## src/rtl/band_frame_arbiter.sv

```systemverilog
// Round-robin arbiter that loads one generator's frame into an LED band driver, then enforces an idle gap.
// Optional build macro PRIO_URGENT_EN: req[2] always wins, req[0]/req[1] share round-robin.
module band_frame_arbiter #(
  parameter int NUM_LEDS  = 60,
  parameter int FRAME_GAP = 1000,
  parameter int BUSY_TMO  = 16
) (
  input  logic        clk,
  input  logic        reset,
  input  logic [2:0]  req,
  output logic [2:0]  gnt,
  output logic [5:0]  pix_addr,
  input  logic [23:0] pix_data0,
  input  logic [23:0] pix_data1,
  input  logic [23:0] pix_data2,
  output logic [2:0]  frame_done,
  output logic [5:0]  drv_addr,
  output logic [23:0] drv_data,
  output logic        drv_wen,
  input  logic        drv_busy,
  output logic        err_tmo
);

  typedef enum logic [2:0] {IDLE, LOAD, WAIT_BUSY, SEND, GAP} state_t;

  localparam logic [5:0]  LAST_ADDR = 6'(NUM_LEDS);
  localparam logic [15:0] GAP_LAST  = 16'(FRAME_GAP - 1);
  localparam logic [15:0] TMO_LAST  = 16'(BUSY_TMO - 1);

  state_t      state, state_nxt;
  logic [15:0] cnt;
  logic [1:0]  last_idx, pick_idx;
  logic [2:0]  pick_gnt;

  // Winner among the current requests; only consumed in IDLE when req is non-zero.
  always_comb begin
    // NOTE: every combinationally assigned signal gets a default first so no path infers a latch.
    pick_idx = 2'd0;
`ifdef PRIO_URGENT_EN
    if (req[2])
      pick_idx = 2'd2;
    else if (req[0] && (!req[1] || last_idx != 2'd0))
      pick_idx = 2'd0;
    else
      pick_idx = 2'd1;
`else
    case (last_idx)
      2'd0:    pick_idx = req[1] ? 2'd1 : (req[2] ? 2'd2 : 2'd0);
      2'd1:    pick_idx = req[2] ? 2'd2 : (req[0] ? 2'd0 : 2'd1);
      default: pick_idx = req[0] ? 2'd0 : (req[1] ? 2'd1 : 2'd2);
    endcase
`endif
    pick_gnt = 3'b001 << pick_idx;
  end

  always_comb begin
    state_nxt = state;
    case (state)
      IDLE:      if (|req) state_nxt = LOAD;
      LOAD:      if (drv_addr == LAST_ADDR) state_nxt = WAIT_BUSY;
      WAIT_BUSY: if (drv_busy) state_nxt = SEND;
                 else if (cnt == TMO_LAST) state_nxt = GAP;
      SEND:      if (!drv_busy) state_nxt = GAP;
      GAP:       if (cnt == GAP_LAST) state_nxt = IDLE;
      default:   state_nxt = IDLE;
    endcase
  end

  always_ff @(posedge clk or negedge reset) begin
    // NOTE: sequential state uses non-blocking assignments so every flop samples pre-edge values.
    if (!reset) state <= IDLE;
    else        state <= state_nxt;
  end

  // One counter serves both the busy timeout and the inter-frame gap; it is zero on entry to each.
  always_ff @(posedge clk or negedge reset) begin
    if (!reset) begin
      gnt        <= '0;
      last_idx   <= 2'd2;
      drv_addr   <= '0;
      drv_wen    <= 1'b0;
      cnt        <= '0;
      frame_done <= '0;
      err_tmo    <= 1'b0;
    end else begin
      frame_done <= '0;
      case (state)
        IDLE: if (|req) begin
          gnt      <= pick_gnt;
          last_idx <= pick_idx;
          drv_addr <= 6'd1;
          drv_wen  <= 1'b1;
        end
        LOAD: if (drv_addr == LAST_ADDR) begin
          drv_addr <= '0;
          drv_wen  <= 1'b0;
        end else begin
          drv_addr <= drv_addr + 6'd1;
        end
        WAIT_BUSY: if (drv_busy) begin
          cnt <= '0;
        end else if (cnt == TMO_LAST) begin
          cnt     <= '0;
          err_tmo <= 1'b1;
        end else begin
          cnt <= cnt + 16'd1;
        end
        SEND: if (!drv_busy) frame_done <= gnt;
        GAP: if (cnt == GAP_LAST) begin
          cnt <= '0;
          gnt <= '0;
        end else begin
          cnt <= cnt + 16'd1;
        end
        default: ;
      endcase
    end
  end

  assign pix_addr = drv_addr;

  // Zero-latency data path: the granted generator answers for pix_addr in the same cycle.
  always_comb begin
    drv_data = '0;
    if (gnt[0])      drv_data = pix_data0;
    else if (gnt[1]) drv_data = pix_data1;
    else if (gnt[2]) drv_data = pix_data2;
  end

endmodule

```

## config.mk

```make
export PLATFORM = sky130hd
export DESIGN_NAME = band_frame_arbiter
export DESIGN_NICKNAME = d
export VERILOG_FILES = /design/src/rtl/band_frame_arbiter.sv
export SDC_FILE = /design/constraint.sdc
export NUM_CORES = 1
export LEC_CHECK = 0
export ABC_AREA = 1
export BUFFER_PORTS_ARGS = -buffer_cell sky130_fd_sc_hd__buf_2
export CAP_MARGIN = 5
export CORE_MARGIN = 2
export CORE_UTILIZATION = 47
export CTS_BUF_LIST = sky130_fd_sc_hd__clkbuf_16
export CTS_CLUSTER_SIZE = 16
export DETAILED_ROUTE_END_ITERATION = 10
export PLACE_DENSITY_LB_ADDON = 0.1
export SLEW_MARGIN = 0
export SYNTH_ARGS = -nofsm -noshare
export SYNTH_HDL_FRONTEND = slang
export SYNTH_SLANG_ARGS = --single-unit
```

## constraint.sdc

```tcl
create_clock -name clk -period 1.83 [get_ports clk]
set_clock_uncertainty 0.15 [all_clocks]
set_input_delay 0.2745 -clock clk [delete_from_list [all_inputs] [get_ports clk]]
set_output_delay 0.2745 -clock clk [all_outputs]
set_load 0.01 [all_outputs]
```

==> impl_metrics.py, run 1 <==
metrics = {
    "outcome": {
        "status": "finished clean",
    },
    "synth": {
        "synth_top_area_share_pct": 32.5,
        "yosysUniqueCellTypes": 31,
        "synth.ff_latch_count": 35,
        "synth_area_leader_cell": "dfrtp_1",
        "yosysMostFrequentCell": "nand2_1",
        "synth.net_count": 468,
        "yosysSeqAreaShare_pct": 33.5,
        "syn_area_per_cell_sq_um": 6.77,
        "syn_area_sq_um": 2620,
        "synth.area.top_cells": "dfrtp_1, nand2_1, a22oi_1",
        "synth_common_cells": "nand2_1, inv_1, nor2_1, dfrtp_1, o21ai_0",
        "ys.flop_type": "dfrtp_1",
        "yosys_warnings": 0,
        "synthArstFlopShare_pct": 100,
        "synth-edff-count": 0,
        "synth_cells": 387,
    },
    "timing": {
        "max_clock_freq_mhz": 550,
        "rsz0062_at_grt": "true",
        "fin_crit_sh_pct": 99.4,
        "tightest_slew_ns": 0.430,
        "setup_violations": 0,
        "hold_slack_ns": 0.112,
        "min_period_ns": 1.82,
        "slew_headroom_pct": 71.3,
        "hold_viol": 0,
        "drv_slew": 0,
    },
    "route": {
        "first_pass_iters": 4,
        "vias": 2839,
        "drc": 0,
        "ant_nets": 0,
        "drt_iter0_markers": 111,
        "routed_wl_mm": 7.10,
        "wire_per_inst_um": 12.3,
        "via_per_inst": 4.90,
    },
    "global_route": {
        "grt.overflow.total": 0,
        "grt_pass1_vias": 2421,
        "grt_pass1_wl_mm": 10.9,
        "grt_max_degree": 27,
        "grt_usage_pct": 22.1,
        "antenna_found_initial": 0,
    },
    "clock_tree": {
        "clk_latency_ns": 0.28,
        "path_clk_slew_ns": 0.05,
        "cts.sinks": 35,
        "cts_tree": "done",
        "clock_path_buffers": 2,
        "cts_inserted_buffers": 5,
        "htreeDepth": 2,
        "root_buffer": "clkbuf_16",
    },
    "worst_setup_path": {
        "crit_path_start_kind": "register",
        "required_ns": 1.41,
        "end_kind": "output pin",
        "worstSetupPathType": "reg2out",
        "critPathArrivalTime_ns": 1.39,
        "cp_max_fo": 12,
        "crit_chain": "inv_2 -> nor2_4 -> buf_12 -> a22oi_1 -> o21ai_1 -> buf_2",
        "slowest_stage": "dfrtp_1",
        "max_stage_delay_ns": 0.35,
    },
    "power": {
        "report.power.total_uw": 4320,
        "vdd_drop_max_mv": 0.661,
        "p_per_area_nw_per_um2": 1230,
        "p_leak_uw": 0.00187,
    },
    "floorplanning": {
        "ios": 122,
        "core_area_sq_um": 5440,
        "start_util_pct": 48.2,
        "dieArea_sq_um": 6190,
        "die_w_um": 78.7,
        "die_h_um": 78.7,
        "fp-row-count": 27,
    },
    "layout": {
        "antenna_cells": 0,
        "fin_util_pct": 64.7,
        "nets": 587,
        "layout-drive-gt1-share_pct": 34.5,
        "synthToLayoutAreaGrowth_pct": 34.3,
        "final_cells": 579,
    },
    "place": {
        "place.gp.congestion": 0.844,
        "io_buffers": 121,
        "dp_cells": 568,
        "hpwl_mm": 5.41,
    },
    "flow_run": {
        "drv_cap": 0,
    },
    "worst_hold_path": {
        "min_path_type": "in2reg",
    },
}
-- flip-flops by register name, indices dropped and copies added (netlist names) --
signal and flops:
cnt 16, drv_addr 6, drv_wen 1, err_tmo 1
frame_done 3, gnt 3, last_idx 2, state 3
-- repair_timing --
action | 4_1_cts | 5_1_grt
setup endpoints to repair | 1 | 33
gates cloned | 0 | 1
pin swaps | 0 | 2
hold buffers | 1 | 0
resized for setup | 1 | 26
setup buffers | 0 | 1
hold endpoints to repair | 16 | 0
-- path summary, 6_finish.rpt --
path	cells past startpoint	slack, ns	end	start
max	6	0.01	drv_data[20]	gnt[2]$_DFFE_PN0P_
min	2	0.11	frame_done[1]$_DFF_PN0_	drv_busy
max reg2reg	10	0.12	cnt[2]$_DFFE_PN0P_	cnt[1]$_DFFE_PN0P_
min reg2reg	1	0.35	err_tmo$_DFFE_PN0P_	err_tmo$_DFFE_PN0P_
max in group asynchronous	3	0.78	state[0]$_DFFE_PN0P_	reset
min in group asynchronous	2	0.31	cnt[7]$_DFFE_PN0P_	reset
-- per-stage QoR --
stage	worst slack (ns)	cell area [sq um]	setup TNS (ns)
6_report	0.0111	3520	0
5_1_grt	-0.0579	3520	-0.587
4_1_cts	0.000209	3450	0
3_5_place_dp	0.110	3300	0
3_3_place_gp	0.168	3300	0
2_1_floorplan	0.0928	2620	0
-- power breakdown --
part           switching (uW)  internal [uW]  leakage, uW
Clock                     323            501    0.0000658
Combinational            1430            940      0.00134
Sequential                184            942     0.000463
-- cell families after synthesis --
group	after synthesis	synth area share, %
buffers and inverters	70	11.5
XOR/XNOR	4	1.34
AND/OR/NAND/NOR	201	35.2
AO/OA/AOI/OAI	74	17.1
flip-flops	35	33.5
adder cells (fa/ha/maj)	3	1.43
-- layer usage --
layer	vias up	routed length (um)	track usage (%)
met3	15	480	5.06
met4	0	175	8.42
met2	96	3350	37.0
li1	1506	-	-
met1	1222	3090	27.6
met5	-	0	0
-- layout make-up --
type,count,area (sq um)
clock buffers,5,125
clock inverters,3,20.0
fillers,513,1920
inverters,52,200
multi-input cells,282,1470
flip-flops and latches,35,877
well taps,72,90.1
repair buffers,130,738
-- placed cells by master (no fill, tap or decap), types with 2 or more instances in the layout --
master and n:
a21oi_1 5, a22oi_1 23, buf_12 3, buf_2 121, buf_4 2, buf_6 2, clkbuf_16 6, clkinvlp_4 2
dfrtp_1 34, ha_1 2, inv_1 43, inv_2 7, nand2_1 97, nand2_2 5, nand3_1 24, nand3_2 6
nand4_1 11, nor2_1 40, nor2_2 9, nor2_4 2, nor3_1 4, o21ai_0 14, o21ai_1 26, o31ai_1 2
xor2_1 4
-- critical path: cells and delay by family (launching register included) --
family	cells	cell delay, ns
flip-flops	1	0.35
AND/OR/NAND/NOR	1	0.16
AO/OA/AOI/OAI	2	0.23
buffers and inverters	3	0.38
(Power assumes the default switching activity.)
==> run 2, diff against run 1 <==
--- a/config.mk
+++ b/config.mk
@@ -9,10 +9,11 @@
 export BUFFER_PORTS_ARGS = -buffer_cell sky130_fd_sc_hd__buf_2
 export CAP_MARGIN = 5
 export CORE_MARGIN = 2
-export CORE_UTILIZATION = 47
-export CTS_BUF_LIST = sky130_fd_sc_hd__clkbuf_16
+export CORE_UTILIZATION = 49
+export CTS_BUF_LIST = sky130_fd_sc_hd__clkbuf_2
 export CTS_CLUSTER_SIZE = 16
 export DETAILED_ROUTE_END_ITERATION = 10
+export GPL_TIMING_DRIVEN = 0
 export PLACE_DENSITY_LB_ADDON = 0.1
 export SLEW_MARGIN = 0
 export SYNTH_ARGS = -nofsm -noshare
==> run 2 against run 1 <==
The flow now finishes with violations (setup timing). Clock power is 57% lower. Fmax is 12% lower. Core utilization is 4.5 points higher. Critical path depth is 1 lower. Global-route usage is 3.9 points higher. Register-to-register slack better by 0.02 ns. Hold slack worse by 0.058 ns. Sequential power hardly changed. Via count is 9.1% higher. Critical path type unchanged.
==> impl_metrics.py, run 2 (synthesis results as in run 1) <==
metrics = {
    "power": {
        "sw_frac_of_total_pct": 49.3,
        "pwr-share-comb_pct": 63.6,
        "seq_power_share_pct": 27.8,
        "p_switching_uw": 2010,
        "vdd_drop_max_mv": 0.580,
        "power.share.clock_pct": 8.7,
        "p_int_uw": 2060,
        "p_leak_uw": 0.00190,
        "p_per_area_nw_per_um2": 1140,
    },
    "layout": {
        "fin_util_pct": 69.3,
        "design_area_sq_um": 3560,
        "largest_reg_flops": 16,
        "antenna_cells": 0,
        "reg_top3": "cnt (16), drv_addr (6)",
        "synthToLayoutAreaGrowth_pct": 35.8,
        "layout-drive-gt1-share_pct": 39.0,
        "layout_commonest_cell": "buf_2",
        "most-common-layout-cells": "buf_2, nand2_1, inv_1",
        "nets": 605,
        "regMostFlops": "cnt",
    },
    "worst_setup_path": {
        "end_kind": "output pin",
        "critPathArrivalTime_ns": 1.65,
        "crit_path_start_kind": "register",
        "required_ns": 1.41,
        "worstSetupPathType": "reg2out",
        "cp_max_fo": 7,
    },
    "floorplanning": {
        "fp-row-count": 26,
        "dieArea_sq_um": 5950,
        "start_util_pct": 51.0,
        "ios": 122,
        "die_w_um": 77.1,
        "core_area_sq_um": 5140,
        "die_h_um": 77.1,
    },
    "timing": {
        "drv_slew": 0,
        "slew_headroom_pct": 50.0,
        "min_period_ns": 2.07,
        "rsz0062_at_grt": "true",
        "worst_slack_ns": -0.244,
        "max_clock_freq_mhz": 482,
        "setup_violations": 24,
        "fin_crit_sh_pct": 113,
        "tightest_slew_ns": 0.750,
        "hold_viol": 0,
    },
    "route": {
        "routed_wl_mm": 7.74,
        "drc": 0,
        "ant_nets": 0,
        "vias": 3096,
        "wl_met1_mm": 3.17,
        "wire_per_inst_um": 13.0,
        "drt_iter0_markers": 110,
        "top_layer_used": "met4",
        "wl_met2_mm": 3.87,
        "first_pass_iters": 4,
        "route.met3.wl_um": 520,
        "via_per_inst": 5.20,
    },
    "clock_tree": {
        "cts_inserted_buffers": 5,
        "path_clk_slew_ns": 0.18,
        "cts_tree": "done",
        "root_buffer": "clkbuf_2",
        "clk_latency_ns": 0.40,
        "htreeDepth": 2,
        "clock_path_buffers": 2,
        "cts.sinks": 35,
    },
    "place": {
        "placed_area_sq_um": 3310,
        "hpwl_mm": 5.76,
        "io_buffers": 121,
        "place.gp.congestion": 0.884,
    },
    "global_route": {
        "grt_max_degree": 36,
        "antenna_found_initial": 0,
        "grt_pass1_wl_mm": 12.7,
        "grt.overflow.total": 0,
        "grt_usage_pct": 26.0,
        "grt_pass1_vias": 2879,
    },
    "worst_hold_path": {
        "min_path_type": "in2reg",
    },
    "outcome": {
        "violations": "setup timing",
        "status": "finished with violations",
    },
    "flow_run": {
        "drv_cap": 0,
    },
}
run 2: path summary, 6_finish.rpt:
check	start	to	slack, ns	cells after the start
worst max-delay path	gnt[1]$_DFFE_PN0P_	drv_data[23]	-0.24	5
worst min-delay path	req[0]	last_idx[1]$_DFFE_PN1P_	0.05	4
worst max register to register	cnt[0]$_DFFE_PN0P_	cnt[8]$_DFFE_PN0P_	0.14	10
worst min register to register	err_tmo$_DFFE_PN0P_	err_tmo$_DFFE_PN0P_	0.37	1
max in group asynchronous	reset	gnt[1]$_DFFE_PN0P_	0.72	2
min in group asynchronous	reset	cnt[5]$_DFFE_PN0P_	0.30	2
run 2: critical path, stage by stage (launching register included):
cell     delay, ns
dfrtp_2       0.49
nor2_4        0.24
buf_4         0.16
a22oi_1       0.06
o21ai_0       0.15
buf_2         0.16
run 2: per-stage QoR:
stage / worst slack (ns) / setup TNS, ns / cells / hold slack [ns] / power [uW]
after floorplan: 0.0928 / 0 / 387 / -0.171 / 2620
after global placement: -0.00521 / -0.00521 / 578 / 0.246 / 3360
after detailed placement: -0.0371 / -0.154 / 578 / 0.241 / 3420
after CTS: -0.216 / -4.25 / 591 / 0.0436 / 3940
after global routing: -0.336 / -7.24 / 595 / 0.0511 / 4440
final: -0.244 / -4.99 / 595 / 0.0539 / 4070
run 2: final cells by class:
class / instances / area, sq um
Fill cell: 460 / 1580
Multi-Input combinational cell: 282 / 1550
Sequential cell: 35 / 880
Timing Repair Buffer: 131 / 693
Inverter: 52 / 198
Buffer: 17 / 116
Tap cell: 70 / 87.6
Clock buffer: 5 / 25.0
Clock inverter: 3 / 15.0
run 2: per-layer routing:
metal	GRT usage, %	up-vias
li1	-	1539
met1	30.0	1425
met2	45.9	118
met3	6.12	14
met4	10.9	0
met5	0	-
run 2: repair_timing:
action	CTS	global route
cloned	2	0
pin swaps	1	8
endpoints found under the hold margin	36	0
buffers inserted	2	4
hold buffers	2	0
resized for setup	32	21
endpoints found under the setup margin	24	43
run 2: power by group through the flow:
stage                     Clock [uW]  Sequential, uW  Combinational [uW]
after CTS                        366            1130                2440
after global routing             398            1160                2880
after detailed placement           0            1130                2290
after global placement             0            1110                2250
final                            353            1130                2590
after floorplan                    0            1130                1490
